`config.mk`:
```
export PLATFORM = sky130hd
export DESIGN_NAME = vex_bus_arbiter
export DESIGN_NICKNAME = d
export VERILOG_FILES = /design/src/rtl/vex_bus_pkg.sv /design/src/rtl/vex_rr_arb2.sv /design/src/rtl/vex_bus_arbiter.sv
export SDC_FILE = /design/constraint.sdc
export NUM_CORES = 1
export LEC_CHECK = 0
export ABC_AREA = 1
export CAP_MARGIN = 25
export CORE_AREA = 8 8 95 140
export CTS_CLUSTER_SIZE = 20
export DETAILED_ROUTE_END_ITERATION = 6
export DIE_AREA = 0 0 103 148
export PLACE_DENSITY_LB_ADDON = 0.1
export SETUP_SLACK_MARGIN = 0.3
export SYNTH_ARGS = -nofsm -noshare
export SYNTH_HDL_FRONTEND = slang
export SYNTH_SLANG_ARGS = --single-unit
```
`constraint.sdc`:
```
create_clock -name clk -period 1.9 [get_ports clk]
set_clock_uncertainty 0.2 [all_clocks]
set_input_delay 0.285 -clock clk [delete_from_list [all_inputs] [get_ports clk]]
set_output_delay 0.285 -clock clk [all_outputs]
set_load 0.005 [all_outputs]
```
`src/rtl/vex_bus_pkg.sv`:
```
// Shared types and defaults for the VexRiscv iBus/dBus arbiter.
package vex_bus_pkg;

    typedef enum logic [1:0] {
        IDLE = 2'd0,
        CMD  = 2'd1,
        RSP  = 2'd2
    } state_t;

    localparam logic OWNER_IBUS = 1'b0;
    localparam logic OWNER_DBUS = 1'b1;

    localparam int DEF_ADDR_W  = 32;
    localparam int DEF_DATA_W  = 32;
    localparam int DEF_TIMEOUT = 255;

endpackage

```
`src/rtl/vex_rr_arb2.sv`:
```
// Two-way round-robin grant: a lone requester wins, a tie goes to the master
// that did not win last time.
module vex_rr_arb2
    import vex_bus_pkg::*;
(
    input  logic i_req_ibus,
    input  logic i_req_dbus,
    input  logic i_last_grant,
    output logic o_grant_valid,
    output logic o_grant
);

    assign o_grant_valid = i_req_ibus || i_req_dbus;
    assign o_grant = (i_req_dbus && (!i_req_ibus || (i_last_grant == OWNER_IBUS)))
                     ? OWNER_DBUS : OWNER_IBUS;

endmodule

```
`src/rtl/vex_bus_arbiter.sv`:
```
// Shares one single-port memory bus between VexRiscv iBus and dBus, one
// outstanding transaction at a time. Define ARB_TIMEOUT_EN for the response watchdog.
module vex_bus_arbiter
    import vex_bus_pkg::*;
#(
    parameter int ADDR_W  = DEF_ADDR_W,
    parameter int DATA_W  = DEF_DATA_W,
    parameter int TIMEOUT = DEF_TIMEOUT
) (
    input  logic                clk,
    input  logic                reset,
    input  logic                iBus_cmd_valid,
    output logic                iBus_cmd_ready,
    input  logic [ADDR_W-1:0]   iBus_cmd_payload_address,
    output logic                iBus_rsp_valid,
    output logic [DATA_W-1:0]   iBus_rsp_payload_data,
    output logic                iBus_rsp_payload_error,
    input  logic                dBus_cmd_valid,
    output logic                dBus_cmd_ready,
    input  logic                dBus_cmd_payload_wr,
    input  logic [ADDR_W-1:0]   dBus_cmd_payload_address,
    input  logic [DATA_W-1:0]   dBus_cmd_payload_data,
    input  logic [DATA_W/8-1:0] dBus_cmd_payload_mask,
    output logic                dBus_rsp_valid,
    output logic [DATA_W-1:0]   dBus_rsp_payload_data,
    output logic                dBus_rsp_payload_error,
    output logic                mem_cmd_valid,
    input  logic                mem_cmd_ready,
    output logic                mem_cmd_wr,
    output logic [ADDR_W-1:0]   mem_cmd_address,
    output logic [DATA_W-1:0]   mem_cmd_data,
    output logic [DATA_W/8-1:0] mem_cmd_mask,
    input  logic                mem_rsp_valid,
    input  logic [DATA_W-1:0]   mem_rsp_data,
    input  logic                mem_rsp_error,
    output logic                mem_abort
);

    localparam int MASK_W = DATA_W / 8;
    localparam int CNT_W  = $clog2(TIMEOUT + 1);

    state_t              r_state;
    logic                r_owner;
    logic                r_last_grant;
    logic                r_cmd_valid;
    logic                r_cmd_wr;
    logic [ADDR_W-1:0]   r_cmd_address;
    logic [DATA_W-1:0]   r_cmd_data;
    logic [MASK_W-1:0]   r_cmd_mask;

    logic                w_gnt_valid;
    logic                w_gnt;
    logic                w_idle;
    logic                w_in_rsp;
    logic                w_fwd;
    logic                w_timeout;
    logic                w_rsp_valid;
    logic                w_rsp_error;
    logic [DATA_W-1:0]   w_rsp_data;

    vex_rr_arb2 u_arb (
        .i_req_ibus    (iBus_cmd_valid),
        .i_req_dbus    (dBus_cmd_valid),
        .i_last_grant  (r_last_grant),
        .o_grant_valid (w_gnt_valid),
        .o_grant       (w_gnt)
    );

    // Ready is combinational, so it must also be forced low while reset is held.
    assign w_idle   = reset && (r_state == IDLE);
    assign w_in_rsp = (r_state == RSP);
    assign w_fwd    = w_in_rsp && mem_rsp_valid;

`ifdef ARB_TIMEOUT_EN
    logic [CNT_W-1:0] r_rsp_cnt;

    assign w_timeout = w_in_rsp && !mem_rsp_valid && (r_rsp_cnt == CNT_W'(TIMEOUT));

    always_ff @(posedge clk or negedge reset) begin
        if (!reset) begin
            r_rsp_cnt <= '0;
        end else if (r_state == CMD) begin
            r_rsp_cnt <= '0;
        end else if (w_in_rsp && !mem_rsp_valid) begin
            r_rsp_cnt <= r_rsp_cnt + CNT_W'(1);
        end
    end
`else
    logic [CNT_W-1:0] w_unused_cnt;

    assign w_unused_cnt = CNT_W'(TIMEOUT);
    assign w_timeout    = 1'b0;
`endif

    assign mem_abort = w_timeout;

    assign iBus_cmd_ready = w_idle && w_gnt_valid && (w_gnt == OWNER_IBUS);
    assign dBus_cmd_ready = w_idle && w_gnt_valid && (w_gnt == OWNER_DBUS);

    assign mem_cmd_valid   = r_cmd_valid;
    assign mem_cmd_wr      = r_cmd_wr;
    assign mem_cmd_address = r_cmd_address;
    assign mem_cmd_data    = r_cmd_data;
    assign mem_cmd_mask    = r_cmd_mask;

    // A real response in the watchdog cycle wins over the synthesized error.
    assign w_rsp_valid = w_fwd || w_timeout;
    assign w_rsp_data  = w_fwd ? mem_rsp_data : '0;
    assign w_rsp_error = w_fwd ? mem_rsp_error : w_timeout;

    assign iBus_rsp_valid         = w_rsp_valid && (r_owner == OWNER_IBUS);
    assign iBus_rsp_payload_data  = (r_owner == OWNER_IBUS) ? w_rsp_data : '0;
    assign iBus_rsp_payload_error = w_rsp_error && (r_owner == OWNER_IBUS);
    assign dBus_rsp_valid         = w_rsp_valid && (r_owner == OWNER_DBUS);
    assign dBus_rsp_payload_data  = (r_owner == OWNER_DBUS) ? w_rsp_data : '0;
    assign dBus_rsp_payload_error = w_rsp_error && (r_owner == OWNER_DBUS);

    always_ff @(posedge clk or negedge reset) begin
        if (!reset) begin
            r_state       <= IDLE;
            r_owner       <= OWNER_IBUS;
            r_last_grant  <= OWNER_IBUS;
            r_cmd_valid   <= 1'b0;
            r_cmd_wr      <= 1'b0;
            r_cmd_address <= '0;
            r_cmd_data    <= '0;
            r_cmd_mask    <= '0;
        end else begin
            case (r_state)
                IDLE: begin
                    if (w_gnt_valid) begin
                        r_owner      <= w_gnt;
                        r_last_grant <= w_gnt;
                        r_cmd_valid  <= 1'b1;
                        r_state      <= CMD;
                        if (w_gnt == OWNER_DBUS) begin
                            r_cmd_wr      <= dBus_cmd_payload_wr;
                            r_cmd_address <= dBus_cmd_payload_address;
                            r_cmd_data    <= dBus_cmd_payload_data;
                            r_cmd_mask    <= dBus_cmd_payload_mask;
                        end else begin
                            r_cmd_wr      <= 1'b0;
                            r_cmd_address <= iBus_cmd_payload_address;
                            r_cmd_data    <= '0;
                            r_cmd_mask    <= '1;
                        end
                    end
                end
                CMD: begin
                    if (mem_cmd_ready) begin
                        r_cmd_valid <= 1'b0;
                        r_state     <= r_cmd_wr ? IDLE : RSP;
                    end
                end
                RSP: begin
                    if (mem_rsp_valid || w_timeout) begin
                        r_state <= IDLE;
                    end
                end
                default: r_state <= IDLE;
            endcase
        end
    end

endmodule

```
==> reports/qor.yml, run 1 <==
outcome:
  outcome: "complete, but fails checks"
  violations: "negative setup slack"
critical_path:
  critPathKind: "reg2out"
  crit_family: "simple AND/OR/NAND/NOR gates"
  cp_max_fo: 8
  cp_common_cell: "buf_12"
  worstSetupStartpoint: "r_state[0]$_DFFE_PN0P_"
  startpoint_type: "flop"
  crit_arrival_ns: 1.87
  endpoint_kind: "primary output"
  timing.rr.start: "r_state[0]$_DFFE_PN0P_"
  critical_path_required_ns: 1.41
  path_buf_inv: 4
  path_cells: "nor3_4 -> nand2_2 -> buf_12 -> buf_12 -> buf_6 -> nor2_1 -> buf_2"
  crit_slowest_cell: "dfrtp_1"
  slowest_delay_ns: 0.42
final_layout:
  area_delta_synth_final_pct: 137
  seqCellArea_sq_mm: 0.00183
  drive_gt1_share_pct: 34.8
  multiInputGateArea_sq_mm: 0.00224
  final_util_pct: 80.9
  final_common_cell: "nand2_1"
  fillers: 661
  mostFrequentLayoutCells: "nand2_1, clkdlybuf4s50_1, dfrtp_1, inv_1, dlymetal6s2s_1"
  finalNetCount: 1028
pwr:
  finalPower_mw: 11.3
  swShare_pct: 37.4
  power_frac_seq_pct: 24.8
  p_leak_nw: 5.28
  p_int_mw: 7.05
  power_density_mw_per_mm2: 1230
  combPwrFrac_pct: 59.9
  vdd_drop_max_uv: 759
  clockPowerShare_pct: 15.3
  p_sw_mw: 4.22
global_routing:
  grt_pass1_vias: 5032
  track_usage_pct: 25.8
  grtUsageMet1_pct: 24.5
  grt_max_degree: 74
  use_met3_pct: 9.27
  antenna_found_initial: 3
  grt_overflow: 0
  busiest_layer: "met2"
  grt_use_met2_pct: 47.6
  grt_pass1_wl_microns: 29200
die:
  die_area_sq_mm: 0.0152
  initial_utilization_pct: 34.1
  row_count: 48
  die_height_microns: 148
  die_w_microns: 103
  ioPinCount: 281
  coreArea_sq_mm: 0.0113
clock_network:
  htree_num_levels: 3
  insertion_delay_ns: 0.33
  cts_buffer_depth: 2
  numClockSinks: 73
  cts_tree: "built"
  cts_root_buf: "clkbuf_16"
  clk_pin_slew_ns: 0.06
  numCtsBuffers: 9
synth:
  postSynthCellCount: 541
  syn_nets: 681
  yosysWarnings: 0
  yosysSeqAreaShare_pct: 47.4
  synth_seq_cells: 73
  synth_area_sq_mm: 0.00385
  ys_types: 18
  syn_avg_cell_area_sq_um: 7.12
placed_design:
  dpl.hpwl_microns: 13500
  portBuffers: 279
  place.gp.congestion: 0.910
sta:
  finalCriticalPeriod_ns: 2.35
  maxClockFrequency_mhz: 425
  worst_slack_ns: -0.453
  setup_viol: 140
  rsz0062_at_grt: "yes"
  slew_viol_final: 0
  hold_violations: 0
  min_period_over_period_pct: 124
routing:
  drc: 0
  post_drt_wl_per_cell_microns: 23.3
  drtAntennaViolNets: 0
  drt_iter0_drc: 189
  firstDrtPassIters: 4
  finalWirelength_microns: 24400
  via_per_inst: 4.96
  vias: 5186
worst_hold_path:
  hp-start: "mem_rsp_valid"
  holdCritPathClass: "in2reg"
job:
  drv_cap: 0
worst register-to-register path: stages (launching register included):
cell and delay (ns):
dfrtp_1 0.42, buf_6 0.14, buf_6 0.10, buf_6 0.10, buf_6 0.11, nor2_4 0.10
inv_2 0.06, nor2_4 0.15, buf_4 0.14, buf_6 0.09, buf_12 0.13, buf_12 0.11
buf_16 0.12, nor2_1 0.05, nor2_1 0.10
cell usage after synthesis:
| library cell | number | area share, % |
|---|---|---|
| nor2_1 | 81 | 7.9 |
| nor3_2 | 1 | 0.26 |
| conb_1 | 1 | 0.097 |
| buf_4 | 5 | 0.98 |
| inv_2 | 3 | 0.29 |
| buf_2 | 11 | 1.4 |
| clkbuf_1 | 9 | 0.88 |
| dfrtp_1 | 73 | 47 |
| buf_6 | 6 | 1.8 |
| nand2_2 | 3 | 0.49 |
| inv_1 | 73 | 7.1 |
| nor2_2 | 2 | 0.32 |
| a21oi_1 | 1 | 0.13 |
| nor3_1 | 1 | 0.13 |
| nand3b_1 | 33 | 6.4 |
| nand3_1 | 34 | 4.4 |
| nand2_1 | 203 | 20 |
| o21ai_0 | 1 | 0.13 |
power by group through the flow:
stage / sequential [mW] / clock, mW / combinational (mW)
6_report: 2.80 / 1.72 / 6.75
5_1_grt: 2.86 / 1.80 / 7.10
4_1_cts: 2.74 / 1.74 / 5.57
3_5_place_dp: 2.73 / 0 / 4.22
3_3_place_gp: 2.71 / 0 / 4.15
2_1_floorplan: 2.79 / 0 / 1.59
kinds of logic after synthesis:
logic type / count (synthesis) / share of synthesized area, %
AND/OR/NAND/NOR: 358 / 39.7
buffers and inverters: 107 / 12.4
flip-flops: 73 / 47.4
AO/OA/AOI/OAI: 2 / 0.260
other: 1 / 0.0974
sequential cells by signal, summed over array words and instances (netlist names):
signal,flops
mem_cmd_address,32
mem_cmd_data,32
mem_cmd_mask,4
r_state,2
mem_cmd_valid,1
mem_cmd_wr,1
r_last_grant,1
repair_timing:
action / CTS / global route
cloned: 13 / 10
hold buffers: 0 / 1
pin swaps: 3 / 31
buffers inserted: 29 / 15
hold endpoints to repair: 0 / 73
endpoints found under the setup margin: 212 / 213
gates resized for setup: 351 / 308
stage by stage:
step,cell area [sq um],setup slack (ns),setup TNS (ns),instances,hold slack (ns)
final,9130,-0.453,-36.55,1045,0.202
after global routing,9130,-0.494,-44.76,1044,0.202
after CTS,7660,-0.365,-18.57,1016,0.0194
after detailed placement,6820,-0.584,-55.49,958,0.264
after global placement,6820,-0.594,-56.68,958,0.261
after floorplan,3850,0.326,0,541,-0.211
layer usage:
metal,part of all wire [%],up-vias
met5,0.066,-
li1,-,2307
met1,32,2513
met3,9.3,83
met2,53,281
met4,5.9,2
path summary, 6_finish.rpt:
kind / slack, ns / cells past startpoint / end
max: -0.45 / 7 / iBus_rsp_payload_data[28]
min: 0.20 / 4 / r_state[1]$_DFFE_PN0P_
max reg2reg: -0.28 / 14 / mem_cmd_mask[3]$_DFFE_PN0P_
min reg2reg: 0.27 / 2 / mem_cmd_data[1]$_DFFE_PN0P_
max in group asynchronous: 0.74 / 4 / mem_cmd_data[13]$_DFFE_PN0P_
min in group asynchronous: 0.21 / 3 / mem_cmd_data[29]$_DFFE_PN0P_
layout make-up:
type / count / area share [%]
clock buffer: 10 / 2.62
clock inverter: 6 / 0.740
timing repair buffer: 367 / 46.8
multi-input combinational: 361 / 24.5
inverter: 76 / 3.23
tap: 150 / 2.05
antenna: 2 / 0.0548
sequential: 73 / 20.0
(Power assumes the default switching activity.)
==> inputs of run 2 (changes only) <==
- SKIP_CTS_REPAIR_TIMING: not set -> 1
- SLEW_MARGIN: not set -> 15
==> run 2 against run 1 <==
The flow still finishes with violations (negative setup slack). Fmax grew 5.0%. Count of clock-buffer cells in the layout stayed put. Global-route usage down 4.4 points. Cell count shrank 3.7%. Sequential power down 3%. First-iteration DRC count grew 24%. Via count is 7.5% lower. Power decreased by 17%. Sequential cell count is the same. Register-to-register slack better by 0.48 ns. Critical path type unchanged. Largest power group unchanged.
==> reports/qor.yml, run 2 (synthesized netlist as in run 1, its figures left out) <==
final_layout:
  layoutNonFillerInstCount: 1006
  area_delta_synth_final_pct: 106
  final_common_cell: "nand2_1"
  drive_gt1_share_pct: 24.0
  mostFrequentLayoutCells: "nand2_1, clkdlybuf4s50_1, dfrtp_1, inv_1, dlymetal6s2s_1"
  finalNetCount: 988
  stdcell_area_sq_mm: 0.00793
die:
  coreArea_sq_mm: 0.0113
  ioPinCount: 281
  die_area_sq_mm: 0.0152
  die_w_microns: 103
  initial_utilization_pct: 34.1
  row_count: 48
  die_height_microns: 148
routing:
  drtAntennaViolNets: 0
  vias: 4795
  via_per_inst: 4.77
  firstDrtPassIters: 4
  post_drt_wl_per_cell_microns: 20.6
  drc: 0
  drt_iter0_drc: 234
  finalWirelength_microns: 20700
clock_network:
  cts_tree: "built"
  numClockSinks: 73
  cts_buffer_depth: 2
  htree_num_levels: 3
  numCtsBuffers: 9
  insertion_delay_ns: 0.33
  clk_pin_slew_ns: 0.06
  cts_root_buf: "clkbuf_16"
worst_hold_path:
  holdCritPathClass: "in2reg"
  hp-start: "mem_rsp_valid"
critical_path:
  timing.rr.start: "r_state[0]$_DFFE_PN0P_"
  reg2reg_slack_ns: 0.20
  worstSetupStartpoint: "r_state[0]$_DFFE_PN0P_"
  startpoint_type: "flop"
  critical_path_required_ns: 1.41
  critPathKind: "reg2out"
  crit_arrival_ns: 1.76
  cp_max_fo: 8
  endpoint_kind: "primary output"
global_routing:
  track_usage_pct: 21.4
  antenna_found_initial: 7
  grt_pass1_vias: 4468
  grt_overflow: 0
  grt_pass1_wl_microns: 24700
  grt_max_degree: 74
placed_design:
  dpl.hpwl_microns: 13500
  pre_cts_ws_ns: -0.584
  placed_cell_area_sq_mm: 0.00682
  portBuffers: 279
  place.gp.congestion: 0.910
  dp_cells: 958
sta:
  min_period_over_period_pct: 118
  slew_viol_final: 0
  finalCriticalPeriod_ns: 2.24
  hold_violations: 0
  fin_setup_tns_ns: -17.48
  worst_slack_ns: -0.341
  setup_viol: 70
  rsz0062_at_grt: "yes"
  maxClockFrequency_mhz: 446
job:
  drv_cap: 0
outcome:
  outcome: "complete, but fails checks"
  violations: "negative setup slack"
pwr:
  power_density_mw_per_mm2: 1180
  p_leak_nw: 4.82
  finalPower_mw: 9.36
  vdd_drop_max_uv: 706
==> run 2: final timing paths <==
kind,to,depth (start not counted)
worst max-delay path,dBus_rsp_payload_data[6],7
worst min-delay path,r_state[1]$_DFFE_PN0P_,4
worst max register to register,mem_cmd_data[29]$_DFFE_PN0P_,9
worst min register to register,mem_cmd_data[8]$_DFFE_PN0P_,2
max in group asynchronous,mem_cmd_address[17]$_DFFE_PN0P_,4
min in group asynchronous,mem_cmd_data[12]$_DFFE_PN0P_,3
==> run 2: power by group <==
part	internal [mW]	switching, mW
logic	2.56	2.39
clock network	1.05	0.651
registers	2.31	0.397
total	5.92	3.44
==> run 2: stage by stage <==
stage / hold slack, ns / utilization, %
after floorplan: -0.211 / -
after global placement: 0.261 / 60.4
after detailed placement: 0.264 / 60.4
after CTS: 0.0194 / 63.1
after global routing: 0.114 / 70.2
final: 0.121 / 70.3
==> run 2: cell type report <==
| cell class | instances | area (sq um) |
|---|---|---|
| timing repair buffer | 327 | 3430 |
| fill | 927 | 3360 |
| multi-input combinational | 361 | 1870 |
| sequential | 73 | 1830 |
| inverter | 76 | 303 |
| clock buffer | 10 | 239 |
| tap | 150 | 188 |
| clock inverter | 6 | 67.6 |
| antenna | 3 | 7.51 |
==> run 2: layer usage <==
layer  share of wire [%]  track usage (%)
met1                  33             21.3
met2                  53             37.4
met3                  11             9.89
met4                 3.2             8.15
met5                0.32                0
==> run 2: critical path, cell delays in order, from the launching register on <==
cell and delay [ns]:
dfrtp_1 0.42, nor3_4 0.27, buf_6 0.14, nand2_4 0.07, buf_6 0.15, clkbuf_16 0.17
nor2_2 0.08, buf_2 0.13
